--- config.mk ---
export PLATFORM = sky130hd
export DESIGN_NAME = ten_bit_reg_flat
export DESIGN_NICKNAME = d
export VERILOG_FILES = /design/src/rtl/cpu_pkg.sv /design/src/rtl/ten_bit_reg_if.sv /design/src/rtl/dff_en_bit.sv /design/src/rtl/ten_bit_reg.sv /design/src/flat_wrapper.sv
export SDC_FILE = /design/constraint.sdc
export NUM_CORES = 1
export LEC_CHECK = 0
export BUFFER_PORTS_ARGS = -buffer_cell sky130_fd_sc_hd__buf_4
export CORE_AREA = 2 2 39 41
export DETAILED_ROUTE_END_ITERATION = 16
export DIE_AREA = 0 0 41 43
export SYNTH_ARGS = -nofsm -noshare
export SYNTH_HDL_FRONTEND = slang
export SYNTH_SLANG_ARGS = --single-unit
--- constraint.sdc ---
create_clock -name clk -period 1.9 [get_ports clk]
set_clock_uncertainty 0.15 [all_clocks]
set_input_delay 0.38 -clock clk [delete_from_list [all_inputs] [get_ports clk]]
set_output_delay 0.38 -clock clk [all_outputs]
set_load 0.005 [all_outputs]
--- src/rtl/cpu_pkg.sv ---
// Shared CPU datapath types.
// Word width and the word type used by every 10-bit register.
`timescale 1ns/1ps
package cpu_pkg;

    localparam int WORD_W = 10;

    typedef logic [WORD_W-1:0] word_t;

endpackage

--- src/rtl/ten_bit_reg_if.sv ---
// Write port and read-back bundle of a 10-bit datapath register.
// The master drives d/w, the register (slave) returns q.
`timescale 1ns/1ps
interface ten_bit_reg_if;
    import cpu_pkg::*;

    word_t d;
    logic  w;
    word_t q;

    modport master (
        output d,
        output w,
        input  q
    );

    modport slave (
        input  d,
        input  w,
        output q
    );

endinterface

--- src/rtl/dff_en_bit.sv ---
// One bit of a datapath register with synchronous reset and load enable.
// Holds INIT_BIT from power-up until the first load or reset.
`timescale 1ns/1ps
module dff_en_bit #(
    parameter logic INIT_BIT = 1'b0
) (
    input  logic clk,
    input  logic rst,
    input  logic d,
    input  logic w,
    output logic q
);

    logic q_d;
    // Power-up value matches the reset value so q is never X.
    logic q_q = INIT_BIT;

    always_comb begin
        q_d = q_q;
        if (w) begin
            q_d = d;
        end
    end

    always_ff @(posedge clk) begin
        if (rst) begin
            q_q <= INIT_BIT;
        end else begin
            q_q <= q_d;
        end
    end

    assign q = q_q;

endmodule

--- src/rtl/ten_bit_reg.sv ---
// 10-bit general-purpose register: sync reset to INIT, load on w.
// Built from per-bit enable flops so INIT is applied bit by bit.
`timescale 1ns/1ps
module ten_bit_reg
    import cpu_pkg::*;
#(
    parameter word_t INIT = 10'd0
) (
    input  logic             clk,
    input  logic             rst,
    ten_bit_reg_if.slave     bus
);

    word_t q_w;

    for (genvar i = 0; i < WORD_W; i++) begin : g_bit
        dff_en_bit #(
            .INIT_BIT (INIT[i])
        ) u_bit (
            .clk (clk),
            .rst (rst),
            .d   (bus.d[i]),
            .w   (bus.w),
            .q   (q_w[i])
        );
    end

    assign bus.q = q_w;

endmodule

--- src/flat_wrapper.sv ---
// flat-port wrapper written by rule: the top's interface ports become plain ports
module ten_bit_reg_flat import cpu_pkg::*;
#(
    parameter word_t INIT = 10'd0
)
  (clk, rst, bus_d, bus_w, bus_q);
  ten_bit_reg_if bus_i ();
  input  logic clk;
  input  logic rst;
  input wire logic [$bits(bus_i.d)-1:0] bus_d;
  input wire logic [$bits(bus_i.w)-1:0] bus_w;
  output wire logic [$bits(bus_i.q)-1:0] bus_q;
  assign bus_i.d = bus_d;
  assign bus_i.w = bus_w;
  assign bus_q = bus_i.q;
  ten_bit_reg #(.INIT(INIT)) u_core (.clk(clk), .rst(rst), .bus(bus_i));
endmodule
* Yosys cells after proc, flatten, opt, wreduce, memory -nomap -nowiden
Cells that the tools add are included. W data, S select, Z words.
Storage, ports and cells: register bits 10, latch bits 0, memory bits (writable) 0, memory bits (read-only) 0, bits of input ports 13, output and inout bits 10, word-level logic and storage cells 10, memories kept 0
Cells by class: $add $sub $neg 0, multipliers 0, divide/modulo/power cells 0, magnitude comparators 0, equality and inequality tests 0, shift operators 0, multiplexer cells 0, bitwise gates (word level) 0, reductions and logical operators 0

* Depth between registers and ports, before layout
Gate-level depths: netlist of run 1.
depth after elaboration 0, gate-level depth with buffers 3, mapped depth without buffers 2

* Hierarchy
A second synthesis of run 1 with hierarchy kept.
Second synthesis, totals: cell total of the unflattened synthesis 30, area, all modules 337.8 um2
By module, submodules not included:
- dff_en_bit | instances 10, cells each 3, area each 33.8 um2

* Least setup slack after synthesis of run 1
No wires, ideal clock.
path type input to register, from input bus_w, to register u_core.g_bit[0].u_bit.q_q, arrival 733 ps, setup slack 890 ps, stages 3, buffers on the path 1, cells stage by stage buf_6 > mux2i_1 > nor2_1
RTL lines:
- from (decl) | RTL line flat_wrapper.sv:11 | input wire logic [$bits(bus_i.w)-1:0] bus_w;
- to (signal assigned) | RTL line dff_en_bit.sv:29 | q_q <= q_d;
- to (decl) | RTL line dff_en_bit.sv:16 | logic q_q = INIT_BIT;

* Final worst setup path of run 1
from register u_core.g_bit[7].u_bit.q_q, to output bus_q[7]
RTL lines:
- from (decl) | RTL line dff_en_bit.sv:16
- from (signal assigned) | RTL line dff_en_bit.sv:29
- to (decl) | RTL line flat_wrapper.sv:12 | output wire logic [$bits(bus_i.q)-1:0] bus_q;
No word-level cell between the ends.

==> flow_metrics.py, run 1 <==
metrics = {
    "outcome": {
        "outcome": "completed",
    },
    "pwr": {
        "combPwrFrac_pct": 13.5,
        "power_switching_w": 0.0000976,
        "swShare_pct": 20.4,
        "power_density_nw_per_um2": 854,
        "power.share.clock_pct": 38.8,
        "pwr-share-seq_pct": 47.8,
        "p_leak_nw": 0.291,
        "ir_drop_uv": 290,
        "internal-power_w": 0.000380,
    },
    "floorplanning": {
        "die_h_um": 43,
        "die_x_um": 41,
        "ioPinCount": 23,
        "core_sq_um": 1380,
        "initial_core_util_pct": 30.9,
        "rows": 14,
        "dieArea_sq_um": 1760,
    },
    "timing": {
        "max_slew.worst_pin.slew_ns": 0.130,
        "final_max_slew_viol_count": 0,
        "maxSlewHeadroom_pct": 91.1,
        "fin_crit_sh_pct": 65.4,
        "finalCriticalPeriod_ns": 1.24,
        "rsz0062_at_grt": "no",
        "fin_ws_ns": 0.657,
        "setup_viol": 0,
        "hold_viol": 0,
        "setup_tns_ns": 0,
        "max_freq_ghz": 0.804,
    },
    "drt": {
        "viasPerCell": 4.07,
        "finalWirelength_um": 690,
        "first_pass_iters": 2,
        "ant_nets": 0,
        "avgRoutedWirePerCell_um": 9.58,
        "drc": 0,
        "drt_iter0_markers": 2,
        "via_count": 293,
    },
    "global_routing": {
        "antenna_found_initial": 0,
        "grt_overflow_total": 0,
        "grt_pass1_vias": 268,
        "grt_pass1_wl_um": 1050,
        "grt_max_degree": 11,
        "grt_usage_pct": 9.89,
    },
    "worst_setup_path": {
        "critPathRequiredTime_ns": 1.37,
        "crit_path_top_delay_cell": "dfxtp_1",
        "ff2ff_setup_slack_ns": 1.16,
        "cp_max_fo": 2,
        "cp_top_family": "flip-flops",
        "critical_path_class": "reg -> out",
        "end_kind": "output pin",
        "rr_worst_depth": 2,
        "worstPathCellList": "buf_4",
        "r2r_end": "u_core.g_bit[5].u_bit.q",
        "path_buf_inv": 1,
        "cp-start-kind": "flop",
        "max_stage_delay_ns": 0.34,
        "crit_arrival_ns": 0.71,
        "reg2reg_from": "u_core.g_bit[5].u_bit.q",
    },
    "finish": {
        "largest_reg_flops": 10,
        "final_common_cell": "buf_4",
        "fin_nets": 70,
        "area_growth_pct": 30.7,
        "num_antenna_cells": 0,
        "mostFrequentLayoutCells": "buf_4 (22), mux2i_1 (10), nor2_1 (10), dfxtp_1 (10), clkbuf_4 (3)",
        "layout-drive-gt1-share_pct": 46.4,
    },
    "clock_tree": {
        "postCtsHoldBufs": 0,
        "root_buffer": "clkbuf_4",
        "post_cts_buffers": 0,
        "clk_latency_ns": 0.25,
        "path_clk_slew_ns": 0.07,
        "clockBufferDepth": 2,
        "cts_buffers": 3,
        "cts-resized-gates": 0,
        "cts_tree": "yes",
        "clock-sinks": 10,
        "htree_levels": 1,
    },
    "logic_synthesis": {
        "yosysSeqAreaShare_pct": 46.8,
        "synth_cells": 42,
        "synth.distinct_cells": 6,
        "ys_warn_count": 0,
        "syn_area_sq_um": 428,
        "ys_ff_latch": 10,
        "syn_nets": 55,
        "avgSynthCellArea_sq_um": 10.2,
    },
    "flow_run": {
        "cap_violations": 0,
    },
    "hold_path": {
        "min_to": "u_core.g_bit[8].u_bit.q",
        "hp-class": "in -> reg",
        "min_from": "bus_d[8]",
        "min_delay_path_depth": 3,
    },
    "place": {
        "numPortBuffers": 22,
        "place_ws_ns": 0.791,
        "gp_congestion": 0.652,
    },
}
## metal layers
layer	share of wire [%]	GRT usage, %	up-vias	wire length [um]
li1	-	-	152	-
met1	42	11.1	124	293
met2	45	11.3	15	310
met3	11	5.24	2	73
met4	1.7	12.0	0	12
met5	0	0	-	0
## per-stage QoR
step           hold WS [ns]  total power (W)  util (%)  instances  instance area (sq um)
4_1_cts               0.193         0.000493      40.4         72                    559
6_report              0.204         0.000478      40.4         72                    559
3_3_place_gp          0.327         0.000298      37.8         68                    523
2_1_floorplan         0.312         0.000276         -         42                    428
5_1_grt               0.186         0.000509      40.4         72                    559
3_5_place_dp          0.334         0.000299      37.8         68                    523
## cell families (layout without fill, tap and decap cells)
kind of cell	count (synthesis)	in the layout	share of synthesized area [%]
buffers and inverters	12	26	21.1
flip-flops	10	10	46.8
multiplexers	10	10	23.4
AND/OR/NAND/NOR	10	10	8.77
## synth_stat cells
cell type,count,area [sq um]
buf_4,10,75.1
dfxtp_1,10,200
mux2i_1,10,100
nor2_1,10,37.5
buf_1,1,3.75
buf_6,1,11.3
## power groups by stage
stage	Clock [W]	Sequential (W)	Combinational, W
finish	0.000185	0.000228	0.0000643
global route	0.000208	0.000230	0.0000711
CTS	0.000199	0.000228	0.0000658
detailed placement	0	0.000233	0.0000657
global placement	0	0.000233	0.0000649
floorplan	0	0.000231	0.0000446
## layout make-up
class | count | area, sq um
clock buffers | 4 | 36.3
fillers | 144 | 825
multi-input cells | 20 | 138
flip-flops and latches | 10 | 200
well taps | 16 | 20.0
repair buffers | 22 | 165
## worst max path at each step
stage,startpoint,endpoint,slack (ns),cells after the start
floorplan,bus_w,u_core.g_bit[0].u_bit.q,0.89,3
global placement,bus_w,u_core.g_bit[2].u_bit.q,0.81,3
detailed placement,bus_w,u_core.g_bit[9].u_bit.q,0.79,3
CTS,u_core.g_bit[7].u_bit.q,bus_q[7],0.64,1
global route,u_core.g_bit[7].u_bit.q,bus_q[7],0.60,1
finish,u_core.g_bit[7].u_bit.q,bus_q[7],0.66,1
No activity file was read; power rests on OpenSTA's default activity.
==> run 2, diff against run 1 <==
==> constraint.sdc (replaced) <==
create_clock -name clk -period 1.1 [get_ports clk]
set_clock_uncertainty 0.15 [all_clocks]
set_input_delay 0.22 -clock clk [delete_from_list [all_inputs] [get_ports clk]]
set_output_delay 0.22 -clock clk [all_outputs]
set_load 0.005 [all_outputs]
==> flow_metrics.py, run 2 (same netlist as run 1, synthesis figures left out) <==
metrics = {
    "clock_tree": {
        "clk_latency_ns": 0.25,
        "clockBufferDepth": 2,
        "postCtsHoldBufs": 0,
        "path_clk_slew_ns": 0.07,
        "cts_tree": "yes",
        "htree_levels": 1,
        "root_buffer": "clkbuf_4",
        "cts_buffers": 3,
        "cts-resized-gates": 0,
        "post_cts_buffers": 0,
        "clock-sinks": 10,
    },
    "floorplanning": {
        "ioPinCount": 23,
        "core_sq_um": 1380,
        "initial_core_util_pct": 30.9,
        "dieArea_sq_um": 1760,
        "die_h_um": 43,
        "die_x_um": 41,
        "rows": 14,
    },
    "drt": {
        "ant_nets": 0,
        "drt_iter0_markers": 2,
        "drc": 0,
        "avgRoutedWirePerCell_um": 9.60,
        "first_pass_iters": 2,
        "viasPerCell": 4.10,
        "via_count": 295,
        "finalWirelength_um": 691,
    },
    "worst_setup_path": {
        "crit_path_top_delay_cell": "dfxtp_2",
        "critical_path_class": "reg -> out",
        "worstPathCellList": "buf_4",
        "rr_worst_depth": 2,
        "max_stage_delay_ns": 0.32,
        "path_buf_inv": 1,
        "cp_top_family": "flip-flops",
        "crit_cells": 1,
        "critPathRequiredTime_ns": 0.73,
        "end_kind": "output pin",
        "cp-start-kind": "flop",
        "cp_max_fo": 2,
        "crit_arrival_ns": 0.70,
    },
    "global_routing": {
        "grt_pass1_wl_um": 1050,
        "grt_pass1_vias": 268,
        "grt_overflow_total": 0,
        "grt_usage_pct": 9.89,
        "antenna_found_initial": 0,
        "grt_max_degree": 11,
    },
    "pwr": {
        "power.share.clock_pct": 38.1,
        "pwr-share-seq_pct": 47.7,
        "ir_drop_uv": 507,
        "p_leak_nw": 0.300,
        "power_density_nw_per_um2": 1410,
        "internal-power_w": 0.000669,
        "combPwrFrac_pct": 14.3,
        "swShare_pct": 20.4,
        "p_total_w": 0.000841,
        "power_switching_w": 0.000172,
    },
    "timing": {
        "rsz0062_at_grt": "yes",
        "final_max_slew_viol_count": 0,
        "max_freq_ghz": 0.939,
        "maxSlewHeadroom_pct": 91.1,
        "setup_viol": 0,
        "max_slew.worst_pin.slew_ns": 0.130,
        "finalCriticalPeriod_ns": 1.07,
        "hold_viol": 0,
        "fin_crit_sh_pct": 96.8,
    },
    "place": {
        "gp_congestion": 0.652,
        "numPortBuffers": 22,
    },
    "finish": {
        "mostFrequentLayoutCells": "buf_4 (15), mux2i_1 (10), nor2_1 (10)",
        "finalCoreUtilization_pct": 43.1,
        "layout-drive-gt1-share_pct": 62.5,
        "largest_reg_flops": 10,
        "final_common_cell": "buf_4",
        "nFillCells": 139,
        "fin_nets": 70,
        "num_antenna_cells": 0,
        "area_growth_pct": 39.5,
    },
    "outcome": {
        "outcome": "completed",
    },
    "hold_path": {
        "min_delay_path_depth": 3,
        "hp-class": "in -> reg",
    },
    "flow_run": {
        "cap_violations": 0,
    },
}
## run 2: cell count changes in the layout (fill, tap and decap cells not counted)
cell,delta
dfxtp_1,-9
buf_6,+7
buf_4,-7
dfxtp_2,+9
## run 2: layout make-up
type / instances / area (sq um) / share of cell area (%)
clock buffers: 4 / 36.3 / 6.08
flip-flops and latches: 10 / 211 / 35.4
multi-input cells: 20 / 138 / 23.1
repair buffers: 22 / 191 / 32.1
well taps: 16 / 20.0 / 3.35
## run 2: routing by layer
layer	global-route usage [%]	up-vias	routed length [um]	part of all wire (%)
met5	0	-	0	0
met4	12.0	0	12	1.7
met3	5.24	2	69	10
met2	11.3	15	310	45
met1	11.1	126	298	43
li1	-	152	-	-
## run 2: power groups by stage
stage | logic [W] | registers, W | clock network [W]
finish | 0.000120 | 0.000401 | 0.000320
global route | 0.000132 | 0.000403 | 0.000360
CTS | 0.000114 | 0.000394 | 0.000343
detailed placement | 0.000113 | 0.000402 | 0
global placement | 0.000112 | 0.000403 | 0
floorplan | 0.0000770 | 0.000400 | 0
## run 2: worst min-delay path, delay by kind of cell
kind          cells  cell delay [ns]
simple gates      1             0.07
mux               1             0.05
buf+inv           1             0.08
## run 2: worst paths after layout
check	from	slack (ns)	endpoint
worst max-delay path	u_core.g_bit[4].u_bit.q	0.03	bus_q[4]
worst min-delay path	bus_d[8]	0.04	u_core.g_bit[8].u_bit.q
worst max register to register	u_core.g_bit[9].u_bit.q	0.34	u_core.g_bit[9].u_bit.q
worst min register to register	u_core.g_bit[4].u_bit.q	0.34	u_core.g_bit[4].u_bit.q
## run 2: metrics by stage
step,std cells,setup TNS [ns],hold slack [ns],setup slack (ns),area (sq um)
5_1_grt,72,-0.0131,0.0262,-0.00612,597
6_report,72,0,0.0430,0.0347,597
3_5_place_dp,68,0,0.316,0.151,523
3_3_place_gp,68,0,0.306,0.166,523
2_1_floorplan,42,0,0.217,0.250,428
4_1_cts,72,0,0.0328,0.00112,559
